<file path="src/rtl/wallace_pkg.sv">
// Shared constants and elaboration helpers for the Wallace multiplier final-adder pipeline.
package wallace_pkg;

  localparam int DEFAULT_WIDTH = 16;
  localparam int DEFAULT_CHUNK = 4;

  function automatic int calc_stages(input int width, input int chunk);
    return width / chunk;
  endfunction

  function automatic bit width_ok(input int width, input int chunk);
    return (chunk > 0) && (width >= chunk) && ((width % chunk) == 0);
  endfunction

endpackage

</file>
<file path="src/rtl/chunk_adder.sv">
// Combinational CHUNK-bit ripple-carry adder; one instance resolves one pipeline slice.
module chunk_adder
  import wallace_pkg::*;
#(
  parameter int CHUNK = DEFAULT_CHUNK
) (
  input  logic [CHUNK-1:0] a,
  input  logic [CHUNK-1:0] b,
  input  logic             cin,
  output logic [CHUNK-1:0] s,
  output logic             cout
);

  logic [CHUNK:0] c;

  // NOTE: every output of a combinational block is assigned on every path, so no latch is inferred.
  always_comb begin
    c[0] = cin;
    for (int i = 0; i < CHUNK; i++) begin
      s[i]   = a[i] ^ b[i] ^ c[i];
      c[i+1] = (a[i] & b[i]) | (c[i] & (a[i] ^ b[i]));
    end
    cout = c[CHUNK];
  end

endmodule

</file>
<file path="src/rtl/wallace_final_adder_pipe.sv">
// Carry-propagate stage of the Wallace multiplier: resolves the sum/carry pair CHUNK bits per cycle.
module wallace_final_adder_pipe
  import wallace_pkg::*;
#(
  parameter int WIDTH = DEFAULT_WIDTH,
  parameter int CHUNK = DEFAULT_CHUNK
) (
  input  logic             clk,
  input  logic             rst,
  input  logic             in_valid,
  output logic             in_ready,
  input  logic [WIDTH-1:0] in_sum,
  input  logic [WIDTH-1:0] in_carry,
  output logic             out_valid,
  input  logic             out_ready,
  output logic [WIDTH-1:0] out_result,
  output logic             out_cout
);

  localparam int STAGES = calc_stages(WIDTH, CHUNK);

  if (!width_ok(WIDTH, CHUNK)) begin : g_bad_width
    $error("wallace_final_adder_pipe: WIDTH must be a non-zero multiple of CHUNK");
  end

  // word_q holds resolved result bits below the stage's chunk and raw sum bits above it.
  logic [WIDTH-1:0]  word_q  [STAGES];
  logic [WIDTH-1:0]  carry_q [STAGES];
  logic              cout_q  [STAGES];
  logic [STAGES-1:0] valid_q;

  logic [WIDTH-1:0]  stage_word  [STAGES];
  logic [WIDTH-1:0]  stage_carry [STAGES];
  logic              stage_cin   [STAGES];
  logic [WIDTH-1:0]  word_nxt    [STAGES];
  logic              cout_nxt    [STAGES];

  logic en;

  assign en       = ~valid_q[STAGES-1] | out_ready;
  assign in_ready = en;

  for (genvar k = 0; k < STAGES; k++) begin : g_stage
    logic [CHUNK-1:0] chunk_s;
    logic [WIDTH-1:0] merged;

    if (k == 0) begin : g_head
      assign stage_word[k]  = in_sum;
      assign stage_carry[k] = in_carry;
      assign stage_cin[k]   = 1'b0;
    end else begin : g_body
      assign stage_word[k]  = word_q[k-1];
      assign stage_carry[k] = carry_q[k-1];
      assign stage_cin[k]   = cout_q[k-1];
    end

    chunk_adder #(.CHUNK(CHUNK)) u_chunk (
      .a    (stage_word[k][k*CHUNK +: CHUNK]),
      .b    (stage_carry[k][k*CHUNK +: CHUNK]),
      .cin  (stage_cin[k]),
      .s    (chunk_s),
      .cout (cout_nxt[k])
    );

    always_comb begin
      merged                     = stage_word[k];
      merged[k*CHUNK +: CHUNK]   = chunk_s;
    end

    assign word_nxt[k] = merged;
  end

  // NOTE: sequential state uses non-blocking assignments so every stage samples its predecessor's old value.
  always_ff @(posedge clk) begin
    if (rst) begin
      // NOTE: data registers are cleared too, so a reset leaves no stale operand visible on out_result.
      for (int k = 0; k < STAGES; k++) begin
        word_q[k]  <= '0;
        carry_q[k] <= '0;
        cout_q[k]  <= 1'b0;
      end
      valid_q <= '0;
    end else if (en) begin
      // Bubbles shift with the data; a stage's contents are ignored while its valid bit is low.
      for (int k = 0; k < STAGES; k++) begin
        word_q[k]  <= word_nxt[k];
        carry_q[k] <= stage_carry[k];
        cout_q[k]  <= cout_nxt[k];
      end
      valid_q[0] <= in_valid;
      for (int k = 1; k < STAGES; k++) begin
        valid_q[k] <= valid_q[k-1];
      end
    end
  end

  assign out_valid  = valid_q[STAGES-1];
  assign out_result = word_q[STAGES-1];
  assign out_cout   = cout_q[STAGES-1];

endmodule

</file>
<file path="config.mk">
export PLATFORM = sky130hd
export DESIGN_NAME = wallace_final_adder_pipe
export DESIGN_NICKNAME = d
export VERILOG_FILES = /design/src/rtl/wallace_pkg.sv /design/src/rtl/chunk_adder.sv /design/src/rtl/wallace_final_adder_pipe.sv
export SDC_FILE = /design/constraint.sdc
export NUM_CORES = 1
export LEC_CHECK = 0
export CELL_PAD_IN_SITES_DETAIL_PLACEMENT = 1
export CELL_PAD_IN_SITES_GLOBAL_PLACEMENT = 1
export CORE_MARGIN = 2
export CORE_UTILIZATION = 47
export DETAILED_ROUTE_END_ITERATION = 6
export HOLD_SLACK_MARGIN = 0.03
export PLACE_DENSITY_LB_ADDON = 0.1
export SLEW_MARGIN = 5
export SYNTH_ARGS = -nofsm -noshare
export SYNTH_HDL_FRONTEND = slang
export SYNTH_SLANG_ARGS = --single-unit
</file>
<file path="constraint.sdc">
create_clock -name clk -period 10.5 [get_ports clk]
set_clock_uncertainty 0.1 [all_clocks]
set_input_delay 2.625 -clock clk [delete_from_list [all_inputs] [get_ports clk]]
set_output_delay 2.625 -clock clk [all_outputs]
set_load 0.05 [all_outputs]
</file>
# [Yosys cells after proc, flatten, opt, wreduce, memory -nomap -nowiden]
# Memory sizes are Yosys's and may differ from the RTL's.
# Cells that the tools add are included.
[word_totals] regBits=4 latchBits=0 mem_bits_rw=132 romBits=0 input_bits=36 output_inout_bits=19 elab_cells=112 mem_count=3
[memory_table] name="carry_q" words=4 width=16 read_ports=3 rd_ports_with_merged_regs=0 wr=4 line_no="wallace_final_adder_pipe.sv:28" rtl="logic [WIDTH-1:0] carry_q [STAGES];"
[memory_table] name="word_q" words=4 width=16 read_ports=4 rd_ports_with_merged_regs=0 wr=4 line_no="wallace_final_adder_pipe.sv:27" rtl="logic [WIDTH-1:0] word_q [STAGES];"
[memory_table] name="cout_q" words=4 width=1 read_ports=4 rd_ports_with_merged_regs=0 wr=4 line_no="wallace_final_adder_pipe.sv:29" rtl="logic cout_q [STAGES];"
[op_classes] addsub=0 multipliers=0 div_mod_pow=0 order_cmp=0 n_eq_ne=0 shift=0 mux=17 bitwise=91 reduce_logical=0
[ops] cell="$mux W16" count=8
[ops] cell="$and A1 B1 Y1" count=31
[ops] cell="$xor A1 B1 Y1" count=31
[ops] cell="$or A1 B1 Y1" count=28
[ops] cell="$mux W1" count=9
[ops] cell="$not A1 Y1" count=1

# [Depth between registers and ports, before layout]
# Gate-level depths: netlist of run 1.
# An unclocked memory read counts as a cell.
[depth] ltp_word=11 ltp_mapped=8 depth_no_buf=8

# [By module]
# A second synthesis of run 1 with hierarchy kept.
[hier_totals] hier_cells=279 hier_area_um2=4445.5
[modules_own_cells] mod="wallace_final_adder_pipe" instances=1 cells_each=223 area_each_um2=3975.1 seq_area_each_um2=2842.7
[modules_own_cells] mod="chunk_adder" instances=4 cells_each=14 area_each_um2=117.6 seq_area_each_um2=0.0

# [Worst setup path before layout of run 1]
# OpenSTA, ideal clock, no wires.
[synth_path] path_kind="input port to output port" start="input port out_ready" end="output port in_ready" arrival_time_ps=3107 t_required_ps=7775 slack_ps=4668 path_stages=4 n_path_buf=2 path_cell_list="nor2b_4 -> buf_6 -> buf_6 -> inv_2"
[synth_between] elab_chain_len=1
[synth_lines] item="start, declared" line_no="wallace_final_adder_pipe.sv:15" rtl="input logic out_ready,"
[synth_lines] item="$or A1 B1 Y1" line_no="wallace_final_adder_pipe.sv:40" rtl="assign en = ~valid_q[STAGES-1] | out_ready;"
[synth_lines] item="end, declared" line_no="wallace_final_adder_pipe.sv:11" rtl="output logic in_ready,"
# Every way passes these cells.

# [Worst setup path after layout of run 1]
# Same ends and word-level chain as after synthesis.

==> results of run 1 <==
[power breakdown]
| group | internal [mW] | switching (mW) |
|---|---|---|
| clock | 0.109 | 0.124 |
| combinational | 0.0366 | 0.0361 |
| sequential | 0.442 | 0.00589 |
[kinds of logic (layout without fill, tap and decap cells)]
logic type                 Yosys count  in the layout  synth area share
adders and majority gates           16             16            0.0718
muxes                                2              2           0.00459
and+or+nand+nor                     98             98             0.210
buffers and inverters               49             99            0.0591
DFF                                 96             96             0.652
AOI/OAI and AO/OA                    2              2           0.00229
[worst max-delay path, cell delays in order]
cell             delay (ps)
clkdlybuf4s50_1         460
nor2b_4                 270
inv_2                   100
clkdlybuf4s50_1         710
[final timing paths]
path | endpoint | slack (ps) | cells past startpoint
setup / recovery | in_ready | 3610 | 4
hold / removal | valid_q[3]$_SDFFE_PP0P_ | 360 | 2
setup reg to reg | word_q[2][11]$_SDFFCE_PN0P_ | 7910 | 8
hold reg to reg | valid_q[3]$_SDFFE_PP0P_ | 360 | 2
[sequential cells by signal, summed over array words and instances (netlist names)]
| name | count |
|---|---|
| word_q | 64 |
| cout_q | 4 |
| valid_q | 4 |
| carry_q | 24 |
[cell type report]
type | count | area, sq um | area share
Multi-Input combinational cell | 118 | 1270 | 0.248
Timing Repair Buffer | 57 | 561 | 0.110
Clock buffer | 10 | 128 | 0.0250
Inverter | 27 | 101 | 0.0199
Clock inverter | 5 | 58.8 | 0.0115
Tap cell | 111 | 139 | 0.0273
Sequential cell | 96 | 2840 | 0.558
[routing by layer]
metal / routed length (microns) / up-vias / track usage / part of all wire
li1: - / 1026 / - / -
met1: 3050 / 1051 / 0.196 / 0.46
met2: 3230 / 42 / 0.220 / 0.49
met3: 259 / 8 / 0.0425 / 0.039
met4: 73 / 0 / 0.0506 / 0.011
met5: 0 / - / 0 / 0
[metrics by stage]
step | total power, mW | hold slack, ps
after detailed placement | 0.530 | 344
after CTS | 0.762 | 356
after floorplan | 0.502 | 325
final | 0.753 | 356
after global routing | 0.786 | 391
after global placement | 0.527 | 340
[cell usage in the layout, fill, tap and decap left out, drive strengths merged, types with 4 or more instances in the layout]
cell type	instances
buf	4
nor3	10
clkdlybuf4s50	53
clkbuf	10
inv	27
nor3b	82
edfxtp	92
nand2b	4
fa	15
dfxtp	4
==> run_results.csv, run 1 <==
group,metric,value,unit
grt,grt_use_total,0.144,
place,gp_congestion,0.678,
floorplan,core,9110,sq um
clock_network,path_clk_slew,90,ps
worst_setup_path,reg2reg_from,"cout_q[1]$_SDFFCE_PN0P_",
power,power.density,148,nW/um^2
worst_setup_path,worstSetupEndpointType,"output port",
route,via_count,2127,
clock_network,h-tree-depth,3,
synthesis,yosysSeqAreaShare,0.652,
place,dpl.cell_count,409,
worst_setup_path,worstSetupPathType,"in -> out",
layout,utilization,0.559,
job,max-cap-violations,0,
synthesis,yosysTopAreaCell,"edfxtp_1",
layout,stdcell_area,5100,sq um
clock_network,clockRootBuffer,"clkbuf_8",
route,wire_per_inst,15.6,microns
worst_setup_path,crit_path_start,"out_ready",
timing,rsz0062_at_grt,"false",
clock_network,post_cts_resized,0,
clock_network,clock-sinks,96,
synthesis,syn_nets,315,
timing,setup_slack,3610,ps
clock_network,cts_buffer_depth,2,
layout,layout-drive-gt1-share,0.195,
synthesis,netlist.area_leader.share,0.634,
synthesis,synthFlopType,"edfxtp_1",
synthesis,synth_common_cells,"edfxtp_1 (92), nor3b_1 (42), nor3b_2 (40)",
grt,antenna_found_initial,0,
floorplan,pin_count,55,
synthesis,async_flop_share,0,
timing,fin_crit_sh,0.656,
synthesis,synth.avg_cell_area,16.6,sq um
layout,fin_cells,424,
grt,grt_start_max_net_pins,90,
synthesis,ys_seq_elements,96,
clock_network,cts_tree,"built",
route,drtIter0Drc,119,
power,p_leak,1.92,nW
min_path,hp-start,"valid_q[2]$_SDFFE_PP0P_",
timing,fin_crit,6890,ps
worst_setup_path,start_kind,"primary input",
floorplan,dieArea,10100,sq um
worst_setup_path,cp_max_fo,7,
place,place_area,4910,sq um
place,place.port_buffers,54,
timing,fmax,145,MHz
synthesis,synth.distinct_cells,18,
route,via_per_inst,5.02,
route,drt-total-wl,6.62,mm
layout,area_growth,16.9,%
timing,slew_viol_final,0,
synthesis,synthCells,263,
layout,fin_nets,361,
grt,grt_pass1_vias,2216,
timing,max-slew-margin-rel,0.240,
floorplan,dieWidth,100,microns
synthesis,syn_area,4360,sq um
grt,grt_pass1_wl,11.0,mm
route,ant_nets,0,
timing,setup_viol,0,
synthesis,synth_warnings,0,
timing,hold_viol,0,
clock_network,post_cts_buffers,0,
route,dr.pass1.iters,4,
worst_setup_path,worstPathArrival,4160,ps
clock_network,cts_buffers,9,
floorplan,initial_core_util,0.479,
power,vdd_drop_max,0.0000790,V
layout,nFillCells,862,
min_path,hold_class,"reg -> reg",
worst_setup_path,required,7780,ps
grt,gr-total-overflow,0,
layout,antennaDiodeCount,0,
synthesis,yosysMostFrequentCell,"edfxtp_1",
timing,worst_slew_pin_slew,1140,ps
synthesis,ys_top_cells_by_area,"edfxtp_1 (63%), nor3b_2 (11%), nor3b_1 (7.2%)",
floorplan,die_h,100,microns
floorplan,num_rows,35,
status,status,"complete, no violations",
clock_network,postCtsHoldBufs,0,
place,pre_cts_slack,3610,ps
synthesis,synth_edf_count,92,
place,dp_hpwl,3.86,mm
clock_network,clkLatencyLatePin,350,ps
route,drc,0,
timing,finalSetupTns,0,ps
Power figures use the tool's default switching activity.
==> inputs of run 2 (changes only) <==
- clock period: 10.5 -> 7.2 ns (I/O delays scaled with it)
==> run 2 against run 1 <==
  * Design area rose by 0.64%
  * Clock power rose by 63%
  * Non-clock buffer count rose by 1
  * Die area did not move
  * Sequential share of layout area fell by 0.35 points
  * Global-route usage rose by 0.66 points
  * Critical endpoint unchanged
  * Highest routed layer unchanged
==> run_results.csv, run 2 (same netlist as run 1, synthesis figures left out) <==
group,metric,value,unit
timing,max-slew-margin-rel,0.371,
clock_network,postCtsHoldBufs,0,
timing,whs,355,ps
worst_setup_path,worstSetupEndpointType,"output port",
worst_setup_path,r2r_cells,7,
route,drc,0,
worst_setup_path,cp_slowest_stage_delay,800,ps
timing,fmax,193,MHz
grt,antenna_found_initial,0,
power,p_leak,1.94,nW
route,drt-total-wl,6.85,mm
layout,antennaDiodeCount,0,
worst_setup_path,reg2reg_slack,4630,ps
clock_network,h-tree-depth,3,
clock_network,post_cts_buffers,0,
layout,final_cell_mix,"edfxtp_1 (92), clkdlybuf4s50_1 (53), nor3b_1 (42)",
worst_setup_path,worstPathArrival,3270,ps
route,dr.pass1.iters,4,
floorplan,core,9110,sq um
floorplan,initial_core_util,0.479,
floorplan,num_rows,35,
layout,nFillCells,857,
route,ant_nets,0,
layout,utilization,0.563,
worst_setup_path,path_cells,"clkdlybuf4s50_1 -> nor2b_4 -> inv_2 -> clkdlybuf4s50_1",
route,wire_per_inst,16.1,microns
clock_network,post_cts_resized,0,
route,drtIter0Drc,96,
timing,worst_slew_pin_slew,944,ps
power,intPower,0.892,mW
worst_setup_path,start_kind,"primary input",
grt,grt_pass1_wl,11.5,mm
layout,area_growth,17.7,%
route,via_per_inst,5.11,
place,dp_hpwl,4.03,mm
worst_setup_path,worst-path-buf-inv,3,
clock_network,cts_tree,"built",
job,max-cap-violations,0,
floorplan,dieWidth,100,microns
layout,final_common_cell,"edfxtp_1",
clock_network,cts_buffers,9,
grt,grt_use_total,0.150,
worst_setup_path,path_delay_family,"buffers and inverters",
grt,grt_pass1_vias,2321,
worst_setup_path,slowest_stage,"clkdlybuf4s50_1",
clock_network,clock-sinks,96,
worst_setup_path,cp.depth,4,
layout,layout-drive-gt1-share,0.197,
min_path,hp-start,"valid_q[2]$_SDFFE_PP0P_",
floorplan,die_h,100,microns
status,status,"complete, no violations",
place,place.port_buffers,54,
grt,grt_start_max_net_pins,77,
layout,fin_nets,362,
worst_setup_path,worstSetupPathType,"in -> out",
timing,fin_crit_sh,0.718,
timing,rsz0062_at_grt,"false",
timing,finalSetupTns,0,ps
clock_network,path_clk_slew,90,ps
clock_network,clockRootBuffer,"clkbuf_8",
power,switching_share,0.217,
min_path,hold_depth,2,
floorplan,pin_count,55,
clock_network,cts_buffer_depth,2,
power,power_frac_clock,0.333,
power,p_switching,0.247,mW
grt,gr-total-overflow,0,
timing,setup_viol,0,
layout,regMostFlops,"word_q",
power,pwr-share-seq,0.574,
power,vdd_drop_max,0.0000837,V
layout,reg_top3,"word_q: 64 flops, carry_q: 24 flops",
timing,hold_viol,0,
power,power.density,222,nW/um^2
min_path,hold_class,"reg -> reg",
worst_setup_path,required,5300,ps
power,p_comb_frac,0.093,
clock_network,clkLatencyLatePin,360,ps
place,gp_congestion,0.646,
route,via_count,2175,
layout,largest_reg_flops,64,
timing,slew_viol_final,0,
worst_setup_path,rr_endpoint,"word_q[3][15]$_SDFFCE_PN0P_",
min_path,min_to,"valid_q[3]$_SDFFE_PP0P_",
floorplan,dieArea,10100,sq um
worst_setup_path,reg2reg_from,"cout_q[2]$_SDFFCE_PN0P_",
timing,fin_crit,5170,ps
worst_setup_path,cp_common_cell,"clkdlybuf4s50_1",
worst_setup_path,cp_max_fo,4,
run 2: cell count changes in the layout (fill, tap and decap cells not counted):
cell,before,now
clkinv_4,1,0
buf_4,4,5
bufinv_16,1,2
clkinv_1,0,1
run 2: worst min-delay path: cells and delay by family, from the launching register on:
kind	cells	cell delay, ps
buffers and inverters	1	50
flip-flops	1	320
AO/OA/AOI/OAI	1	50
run 2: layer usage:
| layer | routed length [microns] | global-route usage |
|---|---|---|
| met1 | 3020 | 0.196 |
| met2 | 3460 | 0.241 |
| met3 | 263 | 0.0383 |
| met4 | 110 | 0.0601 |
| met5 | 0 | 0 |
run 2: worst max-delay path by stage:
stage               from                           end  slack [ps]
2_1_floorplan        rst  carry_q[0][10]$_SDFFCE_PN0P_        2340
3_3_place_gp   out_ready                      in_ready        2040
3_5_place_dp   out_ready                      in_ready        2030
4_1_cts        out_ready                      in_ready        2020
5_1_grt        out_ready                      in_ready        1990
6_report       out_ready                      in_ready        2030
run 2: layout make-up:
type                    count  area (sq um)  area share
clock buffers              10           128      0.0249
clock inverters             6          83.8      0.0163
inverters                  27           101      0.0198
multi-input cells         118          1270       0.247
flip-flops and latches     96          2840       0.554
well taps                 111           139      0.0271
repair buffers             58           568       0.111
run 2: power groups by stage:
| stage | Clock (mW) | Combinational (mW) | Sequential [mW] |
|---|---|---|---|
| floorplan | 0 | 0.0518 | 0.680 |
| finish | 0.379 | 0.106 | 0.653 |
| CTS | 0.390 | 0.109 | 0.654 |
| global placement | 0 | 0.104 | 0.665 |
| detailed placement | 0 | 0.107 | 0.667 |
| global route | 0.411 | 0.118 | 0.657 |
run 2: metrics by stage:
step,setup slack [ps],power (mW),cell area [sq um],std cells
after global placement,2040,0.769,4920,410
after CTS,2020,1.15,5130,426
after floorplan,2340,0.732,4360,263
after detailed placement,2030,0.773,4920,410
final,2030,1.14,5130,426
after global routing,1990,1.19,5130,426
